--- src/rtl/bin_to_bcd_seq.sv ---
// bin_to_bcd_seq: sequential binary-to-BCD converter (double dabble).
// One operand bit is processed per clock. valid/ready handshake on input and
// output. Values >= 10^DIGITS are saturated to all nines and flagged.
// Optional feature: define LEADING_ZERO_BLANK_EN to build the leading-zero
// blanking mask on blank_o; otherwise blank_o is tied to zero.
module bin_to_bcd_seq #(
    parameter int WIDTH  = 14,
    parameter int DIGITS = 4
) (
    input  logic                  clk_i,
    input  logic                  rst_i,
    input  logic                  valid_i,
    output logic                  ready_o,
    input  logic [WIDTH-1:0]      number_i,
    output logic                  valid_o,
    input  logic                  ready_i,
    output logic [4*DIGITS-1:0]   digits_o,
    output logic                  overflow_o,
    output logic [DIGITS-1:0]     blank_o
);

    localparam int BCD_W = 4 * DIGITS;
    localparam int CNT_W = $clog2(WIDTH + 1);
    localparam logic [BCD_W-1:0] ALL_NINES = {DIGITS{4'h9}};

    typedef enum logic [1:0] {
        IDLE  = 2'd0,
        SHIFT = 2'd1,
        DONE  = 2'd2
    } state_t;

    // Add 3 to every digit that is 5 or more, so the following shift
    // carries correctly into the next decimal digit.
    function automatic logic [BCD_W-1:0] dd_adjust(input logic [BCD_W-1:0] bcd);
        logic [BCD_W-1:0] res;
        logic [3:0]       dig;
        res = '0;
        for (int k = 0; k < DIGITS; k++) begin
            dig = bcd[4*k +: 4];
            if (dig >= 4'd5) begin
                res[4*k +: 4] = dig + 4'd3;
            end else begin
                res[4*k +: 4] = dig;
            end
        end
        return res;
    endfunction

`ifdef LEADING_ZERO_BLANK_EN
    // Mark digits k >= 1 that are zero with only zeros above them; the units
    // digit is never blanked so a zero value still shows one "0".
    function automatic logic [DIGITS-1:0] lead_zero_mask(input logic [BCD_W-1:0] bcd);
        logic [DIGITS-1:0] mask;
        logic              above_zero;
        mask       = '0;
        above_zero = 1'b1;
        for (int k = DIGITS - 1; k >= 1; k--) begin
            if (above_zero && (bcd[4*k +: 4] == 4'd0)) begin
                mask[k] = 1'b1;
            end else begin
                mask[k]    = 1'b0;
                above_zero = 1'b0;
            end
        end
        return mask;
    endfunction
`endif

    state_t             state_q,  state_d;
    logic [WIDTH-1:0]   shift_q,  shift_d;
    logic [BCD_W-1:0]   bcd_q,    bcd_d;
    logic [CNT_W-1:0]   cnt_q,    cnt_d;
    logic               sticky_q, sticky_d;
    logic [BCD_W-1:0]   digits_q, digits_d;
    logic               ovf_q,    ovf_d;
`ifdef LEADING_ZERO_BLANK_EN
    logic [DIGITS-1:0]  blank_q,  blank_d;
`endif

    logic [BCD_W-1:0]   bcd_adj_s;
    logic [BCD_W-1:0]   bcd_step_s;
    logic [WIDTH-1:0]   shift_step_s;
    logic               carry_s;
    logic               ovf_final_s;

    // One double-dabble step: adjust digits, then shift {bcd, shift} left.
    always_comb begin
        bcd_adj_s    = dd_adjust(bcd_q);
        carry_s      = bcd_adj_s[BCD_W-1];
        bcd_step_s   = {bcd_adj_s[BCD_W-2:0], shift_q[WIDTH-1]};
        shift_step_s = {shift_q[WIDTH-2:0], 1'b0};
        ovf_final_s  = sticky_q | carry_s;
    end

    // Next-state and datapath control for IDLE / SHIFT / DONE.
    always_comb begin
        state_d  = state_q;
        shift_d  = shift_q;
        bcd_d    = bcd_q;
        cnt_d    = cnt_q;
        sticky_d = sticky_q;
        digits_d = digits_q;
        ovf_d    = ovf_q;
`ifdef LEADING_ZERO_BLANK_EN
        blank_d  = blank_q;
`endif
        case (state_q)
            IDLE: begin
                if (valid_i) begin
                    shift_d  = number_i;
                    bcd_d    = '0;
                    sticky_d = 1'b0;
                    cnt_d    = CNT_W'(WIDTH);
                    state_d  = SHIFT;
                end else begin
                    state_d  = IDLE;
                end
            end
            SHIFT: begin
                bcd_d    = bcd_step_s;
                shift_d  = shift_step_s;
                cnt_d    = cnt_q - CNT_W'(1);
                sticky_d = ovf_final_s;
                if (cnt_q == CNT_W'(1)) begin
                    // Last shift: capture the result into the output registers.
                    state_d  = DONE;
                    ovf_d    = ovf_final_s;
                    digits_d = ovf_final_s ? ALL_NINES : bcd_step_s;
`ifdef LEADING_ZERO_BLANK_EN
                    blank_d  = ovf_final_s ? '0 : lead_zero_mask(bcd_step_s);
`endif
                end else begin
                    state_d  = SHIFT;
                end
            end
            DONE: begin
                if (ready_i) begin
                    if (valid_i) begin
                        shift_d  = number_i;
                        bcd_d    = '0;
                        sticky_d = 1'b0;
                        cnt_d    = CNT_W'(WIDTH);
                        state_d  = SHIFT;
                    end else begin
                        state_d  = IDLE;
                    end
                end else begin
                    state_d  = DONE;
                end
            end
            default: begin
                state_d = IDLE;
            end
        endcase
    end

    // State and datapath registers with synchronous reset.
    always_ff @(posedge clk_i) begin
        if (rst_i) begin
            state_q  <= IDLE;
            shift_q  <= '0;
            bcd_q    <= '0;
            cnt_q    <= '0;
            sticky_q <= 1'b0;
            digits_q <= '0;
            ovf_q    <= 1'b0;
`ifdef LEADING_ZERO_BLANK_EN
            blank_q  <= '0;
`endif
        end else begin
            state_q  <= state_d;
            shift_q  <= shift_d;
            bcd_q    <= bcd_d;
            cnt_q    <= cnt_d;
            sticky_q <= sticky_d;
            digits_q <= digits_d;
            ovf_q    <= ovf_d;
`ifdef LEADING_ZERO_BLANK_EN
            blank_q  <= blank_d;
`endif
        end
    end

    // Input-side ready: only DONE passes ready_i straight through.
    always_comb begin
        ready_o = 1'b0;
        case (state_q)
            IDLE:    ready_o = 1'b1;
            SHIFT:   ready_o = 1'b0;
            DONE:    ready_o = ready_i;
            default: ready_o = 1'b0;
        endcase
    end

    assign valid_o    = (state_q == DONE);
    assign digits_o   = digits_q;
    assign overflow_o = ovf_q;
`ifdef LEADING_ZERO_BLANK_EN
    assign blank_o    = blank_q;
`else
    assign blank_o    = '0;
`endif

endmodule

--- config.mk ---
export PLATFORM = sky130hd
export DESIGN_NAME = bin_to_bcd_seq
export DESIGN_NICKNAME = d
export VERILOG_FILES = /design/src/rtl/bin_to_bcd_seq.sv
export SDC_FILE = /design/constraint.sdc
export NUM_CORES = 1
export LEC_CHECK = 0
export CORE_MARGIN = 1.5
export CORE_UTILIZATION = 54
export CTS_CLUSTER_SIZE = 16
export DETAILED_ROUTE_END_ITERATION = 8
export PLACE_DENSITY = 0.78
export REMOVE_ABC_BUFFERS = 1
export SYNTH_ARGS = -nofsm -noshare
export SYNTH_HDL_FRONTEND = slang
export SYNTH_SLANG_ARGS = --single-unit
--- constraint.sdc ---
create_clock -name clk_i -period 2.26 [get_ports clk_i]
set_clock_uncertainty 0.15 [all_clocks]
set_input_delay 0.452 -clock clk_i [delete_from_list [all_inputs] [get_ports clk_i]]
set_output_delay 0.452 -clock clk_i [all_outputs]
set_load 0.05 [all_outputs]
==> Word level (Yosys, flattened, before mapping) <==
Cells that the tools add are included.
{ "classes": {"reduce_logical": 4, "muxes": 22, "add_sub_neg": 5, "magnitude_cmp": 4, "n_eq_ne": 4, "bitwise_logic": 1} }
{ "op_table": {"columns": ["cell", "count"], "rows": [
  ["$mux W16", 3],
  ["$pmux W16 S3", 1],
  ["$pmux W14 S3", 1],
  ["$mux W14", 2],
  ["$mux W4", 6],
  ["$add A4 B2 Y4 const B", 4],
  ["$ge A4 B3 Y1 const B", 4],
  ["$pmux W4 S3", 1],
  ["$pmux W2 S3", 1],
  ["$eq A4 B1 Y1 const B", 1],
  ["$mux W2", 2],
  ["$reduce_and A2 Y1", 2],
  ["$sub A4 B1 Y4 const B", 1],
  ["$mux W1", 3],
  ["$pmux W1 S3", 1],
  ["$reduce_bool A3 Y1", 1],
  ["$eq A2 B1 Y1 const B", 1],
  ["$eq A2 B2 Y1 const B", 1],
  ["$logic_not A2 Y1", 1],
  ["$ne A2 B1 Y1 const B", 1],
  ["$pmux W1 S2", 1],
  ["$or A1 B1 Y1", 1]
]} }
{ "word_totals": {"reg_bits": 54, "output_inout_bits": 23, "input_bits": 18, "word_cells": 47} }

==> Logic depth before layout (Yosys ltp) <==
{ "depth": {"word_depth": 4, "mapped_depth": 7, "ltp_nobuf": 6} }

==> Worst setup path after synthesis <==
No wires, ideal clock.
{ "synth_path": {"path_type": "register to output", "startpoint": "register state_q[1]", "endpoint": "output valid_o", "setup_slack_ns": 0.205, "path_buffers": 2, "path_stages_with_launch": 4, "t_arrival_ns": 1.453, "t_required_ns": 1.658, "path_cell_list": "dfxtp_1 buf_2 buf_2 nor2b_1"} }
{ "synth_between": {"elab_chain_cells": 1} }
{ "synth_lines": {"columns": ["item", "line_no", "text"], "rows": [
  ["start: declaration", "69", "state_t state_q, state_d;"],
  ["start signal: assignment", "171", "state_q <= state_d;"],
  ["$eq A2 B2 Y1", "195", "assign valid_o = (state_q == DONE);"],
  ["end: declaration", "15", "output logic valid_o,"]
]} }
Every way passes these cells.

==> Worst setup path after layout <==
{ "layout_path": {"startpoint": "register bcd_q[13]", "endpoint": "register digits_q[15], in the netlist digits_o[15]"} }
{ "layout_between": {"elab_chain_cells": 4, "word_cells_on_any_way": 5, "classes_between": "add/sub: 1; order compare: 1; mux: 2; bitwise: 1"} }
{ "layout_lines": {"columns": ["item", "line_no", "text"], "rows": [
  ["start: declaration", "71", "logic [BCD_W-1:0] bcd_q, bcd_d;"],
  ["start signal: assignment", "162", "bcd_q <= '0;"],
  ["start signal: assignment", "173", "bcd_q <= bcd_d;"],
  ["$add A4 B2 Y4 / $ge A4 B3 Y1 (equally long branches)", "41, 40", null],
  ["$mux W4 *", "40", "if (dig >= 4'd5) begin"],
  ["$or A1 B1 Y1", "92", "ovf_final_s = sticky_q | carry_s;"],
  ["$mux W16 *", "128", "digits_d = ovf_final_s ? ALL_NINES : bcd_step_s;"],
  ["end signal: assignment", "176", "digits_q <= digits_d;"],
  ["end: declaration", "74", "logic [BCD_W-1:0] digits_q, digits_d;"]
]} }
Every way passes the cells marked *; elsewhere a longest branch is shown, timed or not.
A chain may end at the register's enable or synchronous reset.

==> results.txt <==
- The cell area that synthesis handed to floorplanning was 2800 um^2.
- Total count of hold-check failures in the final report: 0
* Core area: 5040 um^2
* Setup_tns: 0 ns
* Crit share post-route: 94.0%
- In this run, post-CTS hold repair placed 0 buffers.
- Routed wire length per instance: 15.3 um
* Synth Register Bits: between 50 and 60
- The most used flip-flop cell after synthesis is sky130_fd_sc_hd__dfxtp_1.
- Along the worst path, the maximum fanout reaches 17.
- The finished layout holds 408 standard cells, fillers aside.
- Share of the synthesized area in the top cell type: between 30% and 40%
- Synth top area cells: sky130_fd_sc_hd__dfxtp_1, sky130_fd_sc_hd__mux2_2, sky130_fd_sc_hd__nor2_1
* Slew Viols, Final: 0
- For flop-to-flop paths, the worst setup slack is 0.13 ns.
* Number of I/O pins: ~40
* Maximum VDD drop: 0.287 mV
- The detail route stage leaves a number of antenna-violating nets equal to 0.
- Global-route wire length before repair: 10.2 mm
- Setup violations remaining at the end of the flow were counted as 0.
* P_leak: 1.30 nW
- After global routing the overflow that remains totals 0.
- Logic depth of the worst register-to-register path: 6
- Syn Inst Count: 306
* Number of flops mapped to enable cells by yosys: 0
- Sequential elements use 38.6% of the synthesized area.
- The initial antenna violation count is 0.
- Place WS: between 0.1 and 0.15 ns
* Deepest clock path buffer count: 2
- Total power divided by cell area: 619 nW/um^2
- Once the floorplan was initialized, standard cells occupied 55.5% of the core.
* Normalized max-slew margin: 50.6%
- Total half-perimeter wirelength after legalization and detailed placement: 4.24 mm
- Critical Path Sink Type: flop
* Total Die Area: approximately 5600 um^2
- The number of setup buffers added after CTS is 0.
* Die height: 75.0 um
- Pre-antenna DRT Iters: 5
- Clk slew on worst S/H paths: 0.10 ns
- After layout, the minimum clock period comes to 2.13 ns.
- STA puts the critical path data required time at 2.26 ns.
* ANT cells: 0
* Average vias per placed instance: 5.87
* Area post-placement: 3220 um^2
- Arrival time at the worst endpoint: approximately 2.1 ns
- The final layout contains routed wiring with a total length of about 6.2 mm.
- After synthesis, the largest family of logic cells by area is compound AO/OA/AOI/OAI gates.
- For the pin with the worst max-slew slack, the measured transition is 0.739 ns.
- Endpoint of the worst hold path: bcd_q[9]
- After synthesis, the share of cell area in mux cells is under 10%.
- In this run the number of H-tree levels came out at 2.
* Final #Nets: 365
* CTS tree: yes
- In this run the core area contains 26 standard-cell rows.
- The tree built by TritonCTS fans out to 54 sinks.
* Die width: roughly 75 um
- The finished cells cover 3370 um^2.
- At the end of routability-driven placement, the weighted congestion stood at 0.838.
- Min setup slack post-route: 0.135 ns
* Total routing resource utilization after global routing: 23.5%
- In this run the tool buffered the top-level ports with 36 buffer cells.
* Later-pin clock latency in the skew report: 0.31 ns
- Yosys printed 0 warnings.
* Post-placement cell count: 400
- In this run, post-CTS repair resized a total of 0 instances.
- Complex-gate fraction of the synthesized area: between 20% and 30%
* Source of the worst hold timing path: rst_i
- Clock buffers created by TritonCTS: 5
* Critical path launch point type: flop
- The endpoint identified for the worst register-to-register timing path is digits_o[15].
- Layout area overhead: 20.3%
- sky130_fd_sc_hd__dfxtp_1 takes more of the synthesized area than any other cell.
- Async S/R FF share, synth: 0%
- Static timing analysis puts the maximum clock frequency at 471 MHz.
* Setup repair after global routing missed its margin: no
* Total vias in the final route: approximately 2400
* Outcome: completed
* DRC violation count after routing: 0
- The detailed router finished its first iteration with 149 violations.
* Number of violations of the max-capacitance limit: 0
* Fraction of final layout cells with drive strength greater than 1: between 10% and 20%
- Summing the areas of all fa, ha and maj instances in the mapped netlist gives 4.47% of the synthesized area.
- The number of global-route vias before repair is 2210.
* Crit Reg-Reg Startpoint: bcd_q[13]
* Clk Tree Root Cell: sky130_fd_sc_hd__clkbuf_8
* WHS Path Cells: 2
* Tightest Hold Check Type: in2reg
- Power comes to 2.08 mW.
* Worst Path Class, Setup: reg2reg
- Yosys cell types: 45
- Largest net degree at the start of global routing: 23
- Summing the areas of all xor and xnor instances in the mapped netlist gives 0.626% of the synthesized area.
- Area share of and/or/nand/nor cells after synthesis: between 10% and 20%
- Average footprint of a synthesized cell: 9.14 um^2
## worst max-delay path, cell delays in order, from the launching register on
cell and delay (ns):
sky130_fd_sc_hd__dfxtp_1 0.37, sky130_fd_sc_hd__inv_1 0.08, sky130_fd_sc_hd__ha_1 0.18, sky130_fd_sc_hd__nand2b_1 0.20, sky130_fd_sc_hd__nor3b_2 0.20, sky130_fd_sc_hd__nor3_4 0.58
sky130_fd_sc_hd__a311oi_1 0.20
## placed cells by master, fill, tap and decap left out, drive strengths merged, types with 4 or more instances in the layout
| cell type | count |
|---|---|
| ha | 10 |
| buf | 15 |
| a32oi | 4 |
| a2bb2oi | 4 |
| a211o | 8 |
| o21ai | 9 |
| a31oi | 4 |
| a222oi | 13 |
| clkbuf | 6 |
| a211oi | 8 |
| a21oi | 19 |
| dfxtp | 54 |
| conb | 4 |
| a31o | 4 |
| o21a | 4 |
| inv | 15 |
| nor2 | 39 |
| o211ai | 4 |
| mux2 | 13 |
| nor3 | 4 |
| nand2 | 9 |
| a311oi | 4 |
| nor3b | 17 |
| nand2b | 7 |
| a41o | 4 |
| clkdlybuf4s50 | 33 |
| and2 | 8 |
## per-stage QoR
stage                     hold WS (ns)  utilization [%]
after global routing             0.373             66.8
after CTS                        0.353             66.8
final                            0.346             66.8
after detailed placement         0.342             63.9
after floorplan                  0.310                -
after global placement           0.331             63.9
## state kept, by name (all words and copies together) (netlist names)
register,flops
state_q,2
overflow_o,1
cnt_q,4
shift_q,14
digits_o,16
sticky_q,1
bcd_q,16
## Yosys cell counts, types with 6 or more instances
| library cell | instances |
|---|---|
| sky130_fd_sc_hd__clkbuf_1 | 7 |
| sky130_fd_sc_hd__a211o_1 | 8 |
| sky130_fd_sc_hd__inv_1 | 15 |
| sky130_fd_sc_hd__a222oi_1 | 13 |
| sky130_fd_sc_hd__nor3b_1 | 15 |
| sky130_fd_sc_hd__dfxtp_1 | 54 |
| sky130_fd_sc_hd__a211oi_1 | 8 |
| sky130_fd_sc_hd__and2_1 | 8 |
| sky130_fd_sc_hd__o21ai_0 | 8 |
| sky130_fd_sc_hd__nand2_1 | 9 |
| sky130_fd_sc_hd__buf_2 | 9 |
| sky130_fd_sc_hd__buf_4 | 8 |
| sky130_fd_sc_hd__a21oi_1 | 19 |
| sky130_fd_sc_hd__ha_1 | 10 |
| sky130_fd_sc_hd__mux2_2 | 13 |
| sky130_fd_sc_hd__nand2b_1 | 6 |
| sky130_fd_sc_hd__nor2_1 | 37 |
## cells by family after synthesis
logic type	Yosys count
AO/OA/AOI/OAI	94
XOR/XNOR	2
adder cells (fa/ha/maj)	10
buffers and inverters	42
flip-flops	54
multiplexers	13
other	1
AND/OR/NAND/NOR	90
## layout make-up
class,count,area (um^2)
fill,419,1680
sequential,54,1080
clock buffer,6,82.6
clock inverter,2,60.1
timing repair buffer,48,478
tap,70,87.6
inverter,15,56.3
multi-input combinational,213,1520
## how the worst max path moves through the flow
stage,cells past startpoint,end,slack (ns),start
2_1_floorplan,1,valid_o,0.21,state_q[1]
3_5_place_dp,6,digits_o[15],0.13,bcd_q[13]
5_1_grt,6,digits_o[11],0.03,bcd_q[13]
4_1_cts,6,digits_o[15],0.10,bcd_q[13]
3_3_place_gp,6,digits_o[7],0.23,bcd_q[13]
6_report,6,digits_o[15],0.13,bcd_q[13]
## routing by layer
metal / GRT usage (%) / vias up / wire length [um]
met5: 0 / - / 0
met4: 8.28 / 0 / 46
met3: 3.21 / 5 / 241
met2: 38.7 / 55 / 3080
met1: 31.6 / 1151 / 2860
li1: - / 1182 / -
## power by group
group          leakage, nW  switching [mW]  internal, mW
logic                0.794           0.157         0.126
registers            0.439          0.0266         0.984
clock network       0.0714           0.317         0.472
Note: power is estimated with default switching activity, not from simulation.
